**config.mk**
```make
export PLATFORM = sky130hd
export DESIGN_NAME = red_ctrl_flat
export DESIGN_NICKNAME = d
export VERILOG_FILES = /design/src/rtl/red_ctrl_pkg.sv /design/src/rtl/red_ctrl_if.sv /design/src/rtl/red_ctrl_imm_gen.sv /design/src/rtl/red_ctrl.sv /design/src/flat_wrapper.sv
export SDC_FILE = /design/constraint.sdc
export NUM_CORES = 1
export LEC_CHECK = 0
export CORE_MARGIN = 10
export CORE_UTILIZATION = 40
export CTS_CLUSTER_SIZE = 40
export DETAILED_ROUTE_END_ITERATION = 10
export HOLD_SLACK_MARGIN = 0.05
export PLACE_DENSITY = 0.66
export SYNTH_ARGS = -nofsm -noshare
export SYNTH_HDL_FRONTEND = slang
export SYNTH_SLANG_ARGS = --single-unit
```
**constraint.sdc**
```tcl
create_clock -name clk -period 9.6 [get_ports clk]
set_clock_uncertainty 0.05 [all_clocks]
set_input_delay 1.92 -clock clk [delete_from_list [all_inputs] [get_ports clk]]
set_output_delay 1.92 -clock clk [all_outputs]
set_load 0.01 [all_outputs]
```
**src/rtl/red_ctrl_pkg.sv**
```systemverilog
// Shared state encoding, RV32 opcode/funct constants, ALU codes and the
// instruction decode helper for the red_ctrl sequencer.
package red_ctrl_pkg;
   localparam int DATA_WIDTH    = 32;
   localparam int ADDRESS_WIDTH = 5;
   localparam int ALUctrl_WIDTH = 3;

   typedef enum logic [2:0] {
      S_FETCH,
      S_DECODE,
      S_EXECUTE,
      S_MEM,
      S_WRITEBACK,
      S_TRAP
   } state_t;

   localparam logic [6:0] OPC_R      = 7'b0110011;
   localparam logic [6:0] OPC_I      = 7'b0010011;
   localparam logic [6:0] OPC_LOAD   = 7'b0000011;
   localparam logic [6:0] OPC_STORE  = 7'b0100011;
   localparam logic [6:0] OPC_BRANCH = 7'b1100011;

   localparam logic [2:0] F3_ADD  = 3'b000;
   localparam logic [2:0] F3_OR   = 3'b110;
   localparam logic [2:0] F3_AND  = 3'b111;
   localparam logic [2:0] F3_WORD = 3'b010;
   localparam logic [2:0] F3_BEQ  = 3'b000;
   localparam logic [2:0] F3_BNE  = 3'b001;

   localparam logic [6:0] F7_BASE = 7'b0000000;
   localparam logic [6:0] F7_SUB  = 7'b0100000;

   localparam logic [ALUctrl_WIDTH-1:0] ALU_ADD = 3'b000;
   localparam logic [ALUctrl_WIDTH-1:0] ALU_SUB = 3'b001;
   localparam logic [ALUctrl_WIDTH-1:0] ALU_AND = 3'b010;
   localparam logic [ALUctrl_WIDTH-1:0] ALU_OR  = 3'b011;

   // Field layout matches the RV32 base encoding bit-for-bit.
   typedef struct packed {
      logic [6:0]               funct7;
      logic [ADDRESS_WIDTH-1:0] rs2;
      logic [ADDRESS_WIDTH-1:0] rs1;
      logic [2:0]               funct3;
      logic [ADDRESS_WIDTH-1:0] rd;
      logic [6:0]               opcode;
   } fields_t;

   typedef struct packed {
      logic                     legal;
      logic                     is_load;
      logic                     is_store;
      logic                     is_branch;
      logic                     use_imm;
      logic [ALUctrl_WIDTH-1:0] alu_op;
   } dec_t;

   function automatic dec_t decode(input fields_t f);
      dec_t d;
      d = '0;
      case (f.opcode)
         OPC_R: begin
            if (f.funct7 == F7_BASE) begin
               case (f.funct3)
                  F3_ADD:  begin d.legal = 1'b1; d.alu_op = ALU_ADD; end
                  F3_AND:  begin d.legal = 1'b1; d.alu_op = ALU_AND; end
                  F3_OR:   begin d.legal = 1'b1; d.alu_op = ALU_OR;  end
                  default: ;
               endcase
            end else if (f.funct7 == F7_SUB && f.funct3 == F3_ADD) begin
               d.legal  = 1'b1;
               d.alu_op = ALU_SUB;
            end
         end
         OPC_I: begin
            d.use_imm = 1'b1;
            case (f.funct3)
               F3_ADD:  begin d.legal = 1'b1; d.alu_op = ALU_ADD; end
               F3_AND:  begin d.legal = 1'b1; d.alu_op = ALU_AND; end
               F3_OR:   begin d.legal = 1'b1; d.alu_op = ALU_OR;  end
               default: ;
            endcase
         end
         OPC_LOAD: begin
            if (f.funct3 == F3_WORD) begin
               d.legal   = 1'b1;
               d.is_load = 1'b1;
               d.use_imm = 1'b1;
               d.alu_op  = ALU_ADD;
            end
         end
         OPC_STORE: begin
            if (f.funct3 == F3_WORD) begin
               d.legal    = 1'b1;
               d.is_store = 1'b1;
               d.use_imm  = 1'b1;
               d.alu_op   = ALU_ADD;
            end
         end
         OPC_BRANCH: begin
            if (f.funct3 == F3_BEQ || f.funct3 == F3_BNE) begin
               d.legal     = 1'b1;
               d.is_branch = 1'b1;
               d.alu_op    = ALU_SUB;
            end
         end
         default: ;
      endcase
      return d;
   endfunction
endpackage

```
**src/rtl/red_ctrl_if.sv**
```systemverilog
// Fetch handshake, ALU/memory status and datapath control bundle.
// master = sequencer side, slave = fetch source / datapath side.
interface red_ctrl_if;
   import red_ctrl_pkg::*;

   logic                     instr_valid;
   logic [DATA_WIDTH-1:0]    instr;
   logic                     instr_ready;
   logic                     Zero;
   logic                     mem_ready;
   logic [ADDRESS_WIDTH-1:0] rs1;
   logic [ADDRESS_WIDTH-1:0] rs2;
   logic [ADDRESS_WIDTH-1:0] rd;
   logic [DATA_WIDTH-1:0]    ImmOp;
   logic [ALUctrl_WIDTH-1:0] ALUctrl;
   logic                     ALUsrc;
   logic                     RegWrite;
   logic                     MemWrite;
   logic                     ResultSrc;
   logic [DATA_WIDTH-1:0]    PC;
   logic                     illegal;

   modport master (
      input  instr_valid, instr, Zero, mem_ready,
      output instr_ready, rs1, rs2, rd, ImmOp, ALUctrl, ALUsrc,
             RegWrite, MemWrite, ResultSrc, PC, illegal
   );

   modport slave (
      output instr_valid, instr, Zero, mem_ready,
      input  instr_ready, rs1, rs2, rd, ImmOp, ALUctrl, ALUsrc,
             RegWrite, MemWrite, ResultSrc, PC, illegal
   );
endinterface

```
**src/rtl/red_ctrl_imm_gen.sv**
```systemverilog
// Combinational field split and format-dependent immediate sign extension;
// zero latency, no flow control.
module imm_gen
   import red_ctrl_pkg::*;
(
   input  logic [DATA_WIDTH-1:0] instr,
   output fields_t               fields,
   output logic [DATA_WIDTH-1:0] imm
);
   assign fields = fields_t'(instr);

   always_comb begin
      imm = '0;
      case (instr[6:0])
         OPC_I, OPC_LOAD:
            imm = {{(DATA_WIDTH-12){instr[31]}}, instr[31:20]};
         OPC_STORE:
            imm = {{(DATA_WIDTH-12){instr[31]}}, instr[31:25], instr[11:7]};
         OPC_BRANCH:
            imm = {{(DATA_WIDTH-13){instr[31]}}, instr[31], instr[7],
                   instr[30:25], instr[11:8], 1'b0};
         default: ;
      endcase
   end
endmodule

```
**src/rtl/red_ctrl.sv**
```systemverilog
// Multi-cycle sequencer: FETCH/DECODE/EXECUTE/MEM/WRITEBACK/TRAP, 3-5 cycles
// per instruction; takes a new instruction only in FETCH, MEM stalls on mem_ready.
module red_ctrl
   import red_ctrl_pkg::*;
(
   input  logic       clk,
   input  logic       rst,
   red_ctrl_if.master bus
);
   state_t                state;
   state_t                state_nxt;
   logic [DATA_WIDTH-1:0] ir;
   logic [DATA_WIDTH-1:0] pc;
   logic [DATA_WIDTH-1:0] pc_nxt;
   logic [DATA_WIDTH-1:0] imm;
   logic                  pc_upd;
   logic                  taken;
   fields_t               fld;
   dec_t                  dec;

   imm_gen u_imm_gen (
      .instr  (ir),
      .fields (fld),
      .imm    (imm)
   );

   assign dec   = decode(fld);
   assign taken = (fld.funct3 == F3_BNE) ? ~bus.Zero : bus.Zero;

   always_ff @(posedge clk or posedge rst) begin
      if (rst) begin
         state <= S_FETCH;
      end else begin
         state <= state_nxt;
      end
   end

   always_comb begin
      state_nxt = state;
      case (state)
         S_FETCH:     if (bus.instr_valid) state_nxt = S_DECODE;
         S_DECODE:    state_nxt = dec.legal ? S_EXECUTE : S_TRAP;
         S_EXECUTE: begin
            if (dec.is_branch) begin
               state_nxt = S_FETCH;
            end else if (dec.is_load || dec.is_store) begin
               state_nxt = S_MEM;
            end else begin
               state_nxt = S_WRITEBACK;
            end
         end
         S_MEM:       if (bus.mem_ready) state_nxt = dec.is_store ? S_FETCH : S_WRITEBACK;
         S_WRITEBACK: state_nxt = S_FETCH;
         S_TRAP:      state_nxt = S_TRAP;
         default:     state_nxt = S_FETCH;
      endcase
   end

   // PC advances only on the edge that retires the instruction.
   always_comb begin
      pc_upd = 1'b0;
      pc_nxt = pc + 32'd4;
      case (state)
         S_EXECUTE: begin
            if (dec.is_branch) begin
               pc_upd = 1'b1;
               if (taken) pc_nxt = pc + imm;
            end
         end
         S_MEM:       pc_upd = bus.mem_ready & dec.is_store;
         S_WRITEBACK: pc_upd = 1'b1;
         default: ;
      endcase
   end

   always_ff @(posedge clk or posedge rst) begin
      if (rst) begin
         ir <= '0;
         pc <= '0;
      end else begin
         if (state == S_FETCH && bus.instr_valid) ir <= bus.instr;
         if (pc_upd) pc <= pc_nxt;
      end
   end

   assign bus.rs1   = fld.rs1;
   assign bus.rs2   = fld.rs2;
   assign bus.rd    = fld.rd;
   assign bus.ImmOp = imm;
   assign bus.PC    = pc;

   always_comb begin
      bus.instr_ready = 1'b0;
      bus.ALUctrl     = ALU_ADD;
      bus.ALUsrc      = 1'b0;
      bus.RegWrite    = 1'b0;
      bus.MemWrite    = 1'b0;
      bus.ResultSrc   = 1'b0;
      bus.illegal     = 1'b0;
      case (state)
         S_FETCH:   bus.instr_ready = 1'b1;
         S_EXECUTE: begin
            bus.ALUctrl = dec.alu_op;
            bus.ALUsrc  = dec.use_imm;
         end
         S_MEM: begin
            bus.ALUctrl  = ALU_ADD;
            bus.ALUsrc   = 1'b1;
            bus.MemWrite = dec.is_store;
         end
         S_WRITEBACK: begin
            bus.ALUctrl   = dec.alu_op;
            bus.ALUsrc    = dec.use_imm;
            bus.RegWrite  = (fld.rd != '0);
            bus.ResultSrc = dec.is_load;
         end
         S_TRAP:    bus.illegal = 1'b1;
         default: ;
      endcase
   end
endmodule

```
**src/flat_wrapper.sv**
```systemverilog
// flat-port wrapper written by rule: the top's interface ports become plain ports
module red_ctrl_flat import red_ctrl_pkg::*;
  (clk, rst, bus_instr_valid, bus_instr, bus_Zero, bus_mem_ready, bus_instr_ready, bus_rs1, bus_rs2, bus_rd, bus_ImmOp, bus_ALUctrl, bus_ALUsrc, bus_RegWrite, bus_MemWrite, bus_ResultSrc, bus_PC, bus_illegal);
  red_ctrl_if bus_i ();
  input  logic clk;
  input  logic rst;
  input wire logic [$bits(bus_i.instr_valid)-1:0] bus_instr_valid;
  input wire logic [$bits(bus_i.instr)-1:0] bus_instr;
  input wire logic [$bits(bus_i.Zero)-1:0] bus_Zero;
  input wire logic [$bits(bus_i.mem_ready)-1:0] bus_mem_ready;
  output wire logic [$bits(bus_i.instr_ready)-1:0] bus_instr_ready;
  output wire logic [$bits(bus_i.rs1)-1:0] bus_rs1;
  output wire logic [$bits(bus_i.rs2)-1:0] bus_rs2;
  output wire logic [$bits(bus_i.rd)-1:0] bus_rd;
  output wire logic [$bits(bus_i.ImmOp)-1:0] bus_ImmOp;
  output wire logic [$bits(bus_i.ALUctrl)-1:0] bus_ALUctrl;
  output wire logic [$bits(bus_i.ALUsrc)-1:0] bus_ALUsrc;
  output wire logic [$bits(bus_i.RegWrite)-1:0] bus_RegWrite;
  output wire logic [$bits(bus_i.MemWrite)-1:0] bus_MemWrite;
  output wire logic [$bits(bus_i.ResultSrc)-1:0] bus_ResultSrc;
  output wire logic [$bits(bus_i.PC)-1:0] bus_PC;
  output wire logic [$bits(bus_i.illegal)-1:0] bus_illegal;
  assign bus_i.instr_valid = bus_instr_valid;
  assign bus_i.instr = bus_instr;
  assign bus_i.Zero = bus_Zero;
  assign bus_i.mem_ready = bus_mem_ready;
  assign bus_instr_ready = bus_i.instr_ready;
  assign bus_rs1 = bus_i.rs1;
  assign bus_rs2 = bus_i.rs2;
  assign bus_rd = bus_i.rd;
  assign bus_ImmOp = bus_i.ImmOp;
  assign bus_ALUctrl = bus_i.ALUctrl;
  assign bus_ALUsrc = bus_i.ALUsrc;
  assign bus_RegWrite = bus_i.RegWrite;
  assign bus_MemWrite = bus_i.MemWrite;
  assign bus_ResultSrc = bus_i.ResultSrc;
  assign bus_PC = bus_i.PC;
  assign bus_illegal = bus_i.illegal;
  red_ctrl u_core (.clk(clk), .rst(rst), .bus(bus_i));
endmodule
```
==> impl_results.md, run 1 <==
* Vias in the first global route at 5156
* Reg-to-reg endpoint: u_core.bus.PC[31]$_DFFE_PP0P_
* Syn Inst Count at 652
* Synthesized area at 0.00553 mm^2
* Top-area cell type share of the netlist area at 30.3%
* CP endpoint kind: primary output
* Hold path start: u_core.bus.PC[31]$_DFFE_PP0P_
* Reg clk slew, reported paths at 0.06 ns
* Fin cells at 909
* Worst r2r path cells at 13
* DR WL/cell at 17.8 um
* Fin crit share at 55.3%
* Met1 Use GR at 20.0%
* Hold Path Depth at 1
* Area contributors post-synth: dfrtp_1 (30%), ha_1 (7.2%), mux2_2 (6.5%), a21oi_1 (5.8%), buf_4 (4.8%)
* Pre-antenna DRT Iters at 5
* Leak at approximately 2.9 nW
* Number of flops mapped to enable cells by yosys at 0
* Synthesis warning total at 0
* Initial antenna violation count at 0
* Register share of total power at 43.8%
* CP Launch Type: register
* Max Buffers Root-to-Sink at 2
* Core footprint at 0.0134 mm^2
* Fmax at 188 MHz
* ANT cells at 0
* NumNets Final at 798
* Worst R2R Start: u_core.ir[3]$_DFFE_PP0P_
* Initial core utilization at roughly two fifths
* #FFs+latches synth at 67
* Die Area at 0.0189 mm^2
* Most common library cells after synthesis: dfrtp_1 (67), a21oi_1 (64), nand2_1 (61)
* H-tree depth at 3
* Final setup TNS at 0 ns
* Slew Viols, Final at 0
* Post-CTS Hold Fix Bufs at 0
* Sequential area share after synthesis at between 30% and 40%
* Max-Cap Viols at 0
* Total grt overflow at 0
* Distinct cells, synth at 70
* Ys async rst share at 100%
* CTS buffer count at 9
* Post-CTS Setup Bufs at 0
* Layout cells sized above 1 at 9.28%
* # IOs at between 100 and 150
* CP Class: register to primary output
* GRT Util Overall at 17.2%
* Detailed-route wire length at 16100 um
* Hold Crit Class: register to register
* Final hold vios at 0
* DRC at 0
* Status: finished, final reports clean
* Arr. time, crit path at 3.34 ns
* Post-placement cell area at 0.00664 mm^2
* Post-cts sizing count at 0
* Vias/cell at 5.73
* Peak supply drop at 0.0858 mV
* Root buf cell: clkbuf_16
* Ys flop type: dfrtp_1
* M3 GR Usage at between 7 and 8%
* GR peak layer: met2
* Syn_area_per_cell at 8.48 um^2
* Internal power at 0.505 mW
* Clock power frac at 52.8%
* Port bufs at ~120
* Chip height at 138 um
* Combinational power share at roughly 3.4%
* Worst-margin pin slew at 0.979 ns
* Vias at roughly 5200
* Syn_nets at just over 700
* Largest net degree at the start of global routing at 44
* Met2 usage at 27.3%
* Final setup fails at 0
* R2R Setup Slk at 4.80 ns
* GPL Wtd Cong at between 0.9 and 1
* Final min period at 5.31 ns
* Cell total after placement at 893
* Sw Ratio at 21.7%
* Slew headroom at approximately a third
* First-pass GRT wire length at 25800 um
* Hold endpoint: u_core.bus.PC[31]$_DFFE_PP0P_
* Fin area at between 0.006 and 0.007 mm^2
* Final ANT Viol Nets at 0
* # rows at 42
* Synth area leader: dfrtp_1
* Top-count cell post-synth: dfrtp_1
* CTS tree: done
* CTS Sinks at between 60 and 70
* Worst-Skew Late Latency at 0.34 ns
* DRT iter0 DRCs at roughly 240
* RSZ-0062 raised after global routing: no
* Crit Path Max Fanout at 43
* Cell Pwr Density at 92.9 mW/mm^2
* Die W at 138 um
* P_sw at 0.140 mW
* Area Growth Syn to Fin at 25.6%
* Hpwl dp at 12300 um
* Critical Path RT at between 7 and 8 ns
[per-stage QoR]
stage / util (%) / setup WS, ns / power, mW / hold slack [ns]
final: 51.8 / 4.29 / 0.645 / 0.424
after global placement: 49.5 / 4.72 / 0.310 / 0.422
after detailed placement: 49.5 / 4.61 / 0.310 / 0.418
after CTS: 51.8 / 4.23 / 0.651 / 0.429
after floorplan: - / 5.09 / 0.293 / 0.423
after global routing: 51.8 / 4.03 / 0.665 / 0.450
[cell families (layout without fill, tap and decap cells)]
logic type	Yosys count	in the layout	share of synthesized area [%]
muxes	34	34	6.88
and+or+nand+nor	221	221	20.4
other	1	1	0.0679
buffers and inverters	73	154	7.58
AOI/OAI and AO/OA	193	193	22.3
xor gates and xnor gates	30	30	4.75
DFF	67	67	30.3
adders and majority gates	33	33	7.61
[state kept, by name, indices dropped and copies added, names as in the netlist]
name,count
u_core.ir,32
u_core.state,3
u_core.bus.PC,32
[placed cells by master, fill, tap and decap left out, types with 4 or more instances in the layout]
cell	netlist	routed
and4_1	4	4
nand3b_1	4	4
o21ai_1	24	24
xnor2_1	20	20
dfrtp_1	67	67
mux2_2	32	32
and3_1	8	8
a211oi_1	7	7
a21o_1	13	13
o21ai_0	20	20
nand2_1	61	61
nor2b_1	9	9
nand2b_1	9	9
inv_1	10	9
and2_1	5	5
nand3_1	21	21
ha_1	32	32
nor4_1	4	4
o21a_1	5	5
clkbuf_16	0	9
nor2_1	54	54
buf_4	35	5
a22o_1	5	5
o21bai_1	5	5
nand4_1	15	15
a21oi_1	64	64
o211ai_1	4	4
clkdlybuf4s50_1	0	123
xor2_1	10	10
o22ai_1	6	6
nor3_1	10	10
a31oi_1	7	7
[power groups by stage]
| stage | registers (mW) | logic [mW] | clock network (mW) |
|---|---|---|---|
| finish | 0.282 | 0.0217 | 0.340 |
| global route | 0.282 | 0.0237 | 0.359 |
| CTS | 0.282 | 0.0223 | 0.346 |
| detailed placement | 0.288 | 0.0223 | 0 |
| global placement | 0.288 | 0.0220 | 0 |
| floorplan | 0.288 | 0.00517 | 0 |
[area by class of cell]
cell class | count | area (um^2)
Timing Repair Buffer | 128 | 1270
Sequential cell | 67 | 1680
Fill cell | 1239 | 6460
Inverter | 10 | 37.5
Tap cell | 176 | 220
Clock inverter | 5 | 61.3
Multi-Input combinational cell | 512 | 3440
Clock buffer | 11 | 243
[worst max path at each step]
stage | start | to | slack (ns) | depth (start not counted)
floorplan | u_core.ir[3]$_DFFE_PP0P_ | u_core.bus.PC[31]$_DFFE_PP0P_ | 5.09 | 14
global placement | u_core.ir[3]$_DFFE_PP0P_ | bus_ImmOp[20] | 4.72 | 5
detailed placement | u_core.ir[3]$_DFFE_PP0P_ | bus_ImmOp[27] | 4.61 | 5
CTS | u_core.ir[3]$_DFFE_PP0P_ | bus_ImmOp[27] | 4.23 | 5
global route | u_core.ir[3]$_DFFE_PP0P_ | bus_ImmOp[27] | 4.03 | 5
finish | u_core.ir[3]$_DFFE_PP0P_ | bus_ImmOp[27] | 4.29 | 5
[critical path, stage by stage, from the launching register on]
cell and delay, ns:
dfrtp_1 0.37, nand4bb_1 0.40, nor3b_2 0.46, nor2_1 0.23
nor2b_4 0.80, clkdlybuf4s50_1 0.71
[routing by layer]
metal | wire [um] | share of wire, % | up-vias
met5 | 0 | 0 | -
li1 | - | - | 2509
met3 | 1720 | 11 | 24
met1 | 6710 | 42 | 2475
met4 | 273 | 1.7 | 0
met2 | 7450 | 46 | 200
Power figures use the tool's default switching activity.
==> run 2: changes to the inputs <==
- PLACE_DENSITY: 0.66 -> 0.68
- clock period: 9.6 -> 4.45 ns (I/O delays scaled with it)
==> run 2 against run 1 <==
Net effect:
- clock power increased by 120%
- first-iteration DRC count rose by 62%
- final cell count is 0.66% higher
- die area stayed put
- cell area is 0.92% higher
- register-to-register slack worse by 4.4 ns
- core utilization grew 0.48 points
- sequential share of layout area shrank 0.22 points
==> impl_results.md, run 2 (same netlist as run 1, synthesis figures left out) <==
* ANT cells at 0 (unchanged)
* Total Power at 1.41 mW (was 0.645 mW)
* Most frequent cells in the layout: clkdlybuf4s50_1 (123), dfrtp_1 (67), a21oi_1 (64) (unchanged)
* Final ANT Viol Nets at 0 (unchanged)
* Port bufs at 123 (unchanged)
* RSZ-0062 raised after global routing: no (unchanged)
* Cell Pwr Density at 201 mW/mm^2 (was 92.9 mW/mm^2)
* Pre-antenna DRT Iters at 5 (unchanged)
* Crit Path Max Fanout at 7 (was 43)
* Vias/cell at 5.78 (was 5.73)
* Critical path's largest stage delay at 0.49 ns (was 0.80 ns)
* Total grt overflow at 0 (unchanged)
* R2R Setup Slk at 0.44 ns (was 4.80 ns)
* CP Class: register to register (was register to primary output)
* Critical Path RT at 4.61 ns (was 7.63 ns)
* GRT Util Overall at 17.4% (was 17.2%)
* Fin crit share at 90.2%
* CP bufs+invs at 1 (unchanged)
* CTS Sinks at 67 (unchanged)
* Final hold vios at 0 (unchanged)
* Worst path cell trace: nand4bb_2, nor3b_2, buf_4, nor2_1, nor2b_1, ha_1, a2111oi_0, a21oi_1, nand2_1, o21ai_1, or3_1, a31oi_1, xor2_1, a21oi_1 (was nand4bb_1, nor3b_2, nor2_1, nor2b_4, clkdlybuf4s50_1)
* H-tree depth at 3 (unchanged)
* CP Launch Type: register (unchanged)
* Post-CTS Hold Fix Bufs at 0 (unchanged)
* Worst-margin pin slew at 0.758 ns (was 0.979 ns)
* WHS at 0.456 ns (was 0.424 ns)
* Initial antenna violation count at 0 (unchanged)
* Max-Cap Viols at 0 (unchanged)
* # rows at 42 (unchanged)
* CTS buffer count at 9 (unchanged)
* Slew headroom at 49.4% (was 34.6%)
* Fillers at 1251 (was 1239)
* Hpwl dp at 12600 um (was 12300 um)
* DR WL/cell at 17.9 um (was 17.8 um)
* Max Buffers Root-to-Sink at 2 (unchanged)
* Arr. time, crit path at 4.17 ns (was 3.34 ns)
* Reg clk slew, reported paths at 0.06 ns (about the same)
* Chip height at 138 um (unchanged)
* Leak at 2.92 nW (was 2.88 nW)
* Final setup fails at 0 (unchanged)
* Vias at 5292 (was 5208)
* NumNets Final at 804 (was 798)
* CP endpoint kind: register (was primary output)
* Peak supply drop at 0.142 mV (was 0.0858 mV)
* Die Area at 0.0189 mm^2 (unchanged)
* Vias in the first global route at 5216 (was 5156)
* Setup crit start: u_core.ir[3]$_DFFE_PP0P_ (unchanged)
* Reg-to-reg endpoint: u_core.bus.PC[19]$_DFFE_PP0P_ (was u_core.bus.PC[31]$_DFFE_PP0P_)
* Fin area at 0.00701 mm^2 (was 0.00694 mm^2)
* Hold path start: u_core.ir[17]$_DFFE_PP0P_ (was u_core.bus.PC[31]$_DFFE_PP0P_)
* Largest net degree at the start of global routing at 40 (was 44)
* Status: finished, final reports clean (unchanged)
* Final setup TNS at 0 ns (unchanged)
* Hold Crit Class: register to register (unchanged)
* Most common cell after layout, fill and taps aside: clkdlybuf4s50_1 (unchanged)
* First-pass GRT wire length at 26300 um (was 25800 um)
* Worst r2r path cells at 14 (was 13)
* DRT iter0 DRCs at 392 (was 242)
* Fmax at 249 MHz
* Final min period at between 4 and 5 ns
* Detailed-route wire length at 16400 um (was 16100 um)
* Root buf cell: clkbuf_16 (unchanged)
* GPL Wtd Cong at 0.952 (was 0.925)
* Initial core utilization at 41.2% (unchanged)
* # IOs at 125 (unchanged)
* Core footprint at 0.0134 mm^2 (unchanged)
* Crit path max-delay cell type: a2111oi_0 (was nor2b_4)
* Post-placement cell area at 0.00668 mm^2 (was 0.00664 mm^2)
* Worst-Skew Late Latency at 0.35 ns (was 0.34 ns)
* Worst R2R Start: u_core.ir[3]$_DFFE_PP0P_ (unchanged)
* CP most frequent cell: a21oi_1
* DRC at 0 (unchanged)
* CP endpoint: u_core.bus.PC[19]$_DFFE_PP0P_ (was bus_ImmOp[27])
* Die W at 138 um (unchanged)
* CTS tree: done (unchanged)
* Slew Viols, Final at 0 (unchanged)
* CP delay by family, top: simple AND/OR/NAND/NOR gates (unchanged)
* Crit path depth at 14 (was 5)
* Layout cells sized above 1 at 10.3% (was 9.28%)
* Post-CTS Setup Bufs at 0 (unchanged)
* Area Growth Syn to Fin at 26.8% (was 25.6%)
==> run 2: stage by stage <==
step	cells	util, %	worst slack [ns]
after floorplan	652	-	0.344
after global placement	899	49.9	0.531
after detailed placement	899	49.9	0.376
after CTS	915	52.2	0.360
after global routing	915	52.3	0.120
final	915	52.3	0.436
==> run 2: power breakdown <==
group          internal [mW]  total [mW]  leakage (nW)  switching (mW)
sequential             0.609       0.609         0.910               0
clock                  0.455       0.752         0.150           0.297
combinational         0.0287      0.0470          1.86          0.0183
total                   1.09        1.41          2.92           0.315
==> run 2: worst min path at each step <==
stage / end / slack (ns) / depth (start not counted)
finish: u_core.ir[17]$_DFFE_PP0P_ / 0.46 / 1
floorplan: u_core.ir[3]$_DFFE_PP0P_ / 0.42 / 1
detailed placement: u_core.bus.PC[0]$_DFFE_PP0P_ / 0.45 / 2
CTS: u_core.ir[17]$_DFFE_PP0P_ / 0.46 / 1
global placement: u_core.ir[3]$_DFFE_PP0P_ / 0.43 / 1
global route: u_core.bus.PC[31]$_DFFE_PP0P_ / 0.49 / 1
==> run 2: cell type report <==
cell class	count	area [um^2]	area share, %
clock buffers	10	239	3.41
clock inverters	6	72.6	1.04
inverters	10	37.5	0.536
multi-input cells	512	3450	49.2
flip-flops and latches	67	1680	23.9
well taps	176	220	3.14
repair buffers	134	1310	18.8
==> run 2: timing repair <==
action / in CTS / in global routing
endpoints found under the setup margin: 0 / 4
resized for setup: 0 / 2
endpoints found under the hold margin: 0 / 0
==> run 2: worst register-to-register path, stage by stage, from the launching register on <==
cell and delay (ns):
dfrtp_1 0.37, nand4bb_2 0.41, nor3b_2 0.27, buf_4 0.17, nor2_1 0.13, nor2b_1 0.29
ha_1 0.35, a2111oi_0 0.49, a21oi_1 0.13, nand2_1 0.21, o21ai_1 0.13, or3_1 0.41
a31oi_1 0.21, xor2_1 0.19, a21oi_1 0.09
==> run 2: layer usage <==
metal	vias up	GRT usage, %	part of all wire [%]
met1	2490	21.0	42
met5	-	0	0
met3	33	7.50	12
li1	2535	-	-
met2	234	27.2	45
met4	0	5.62	2.1
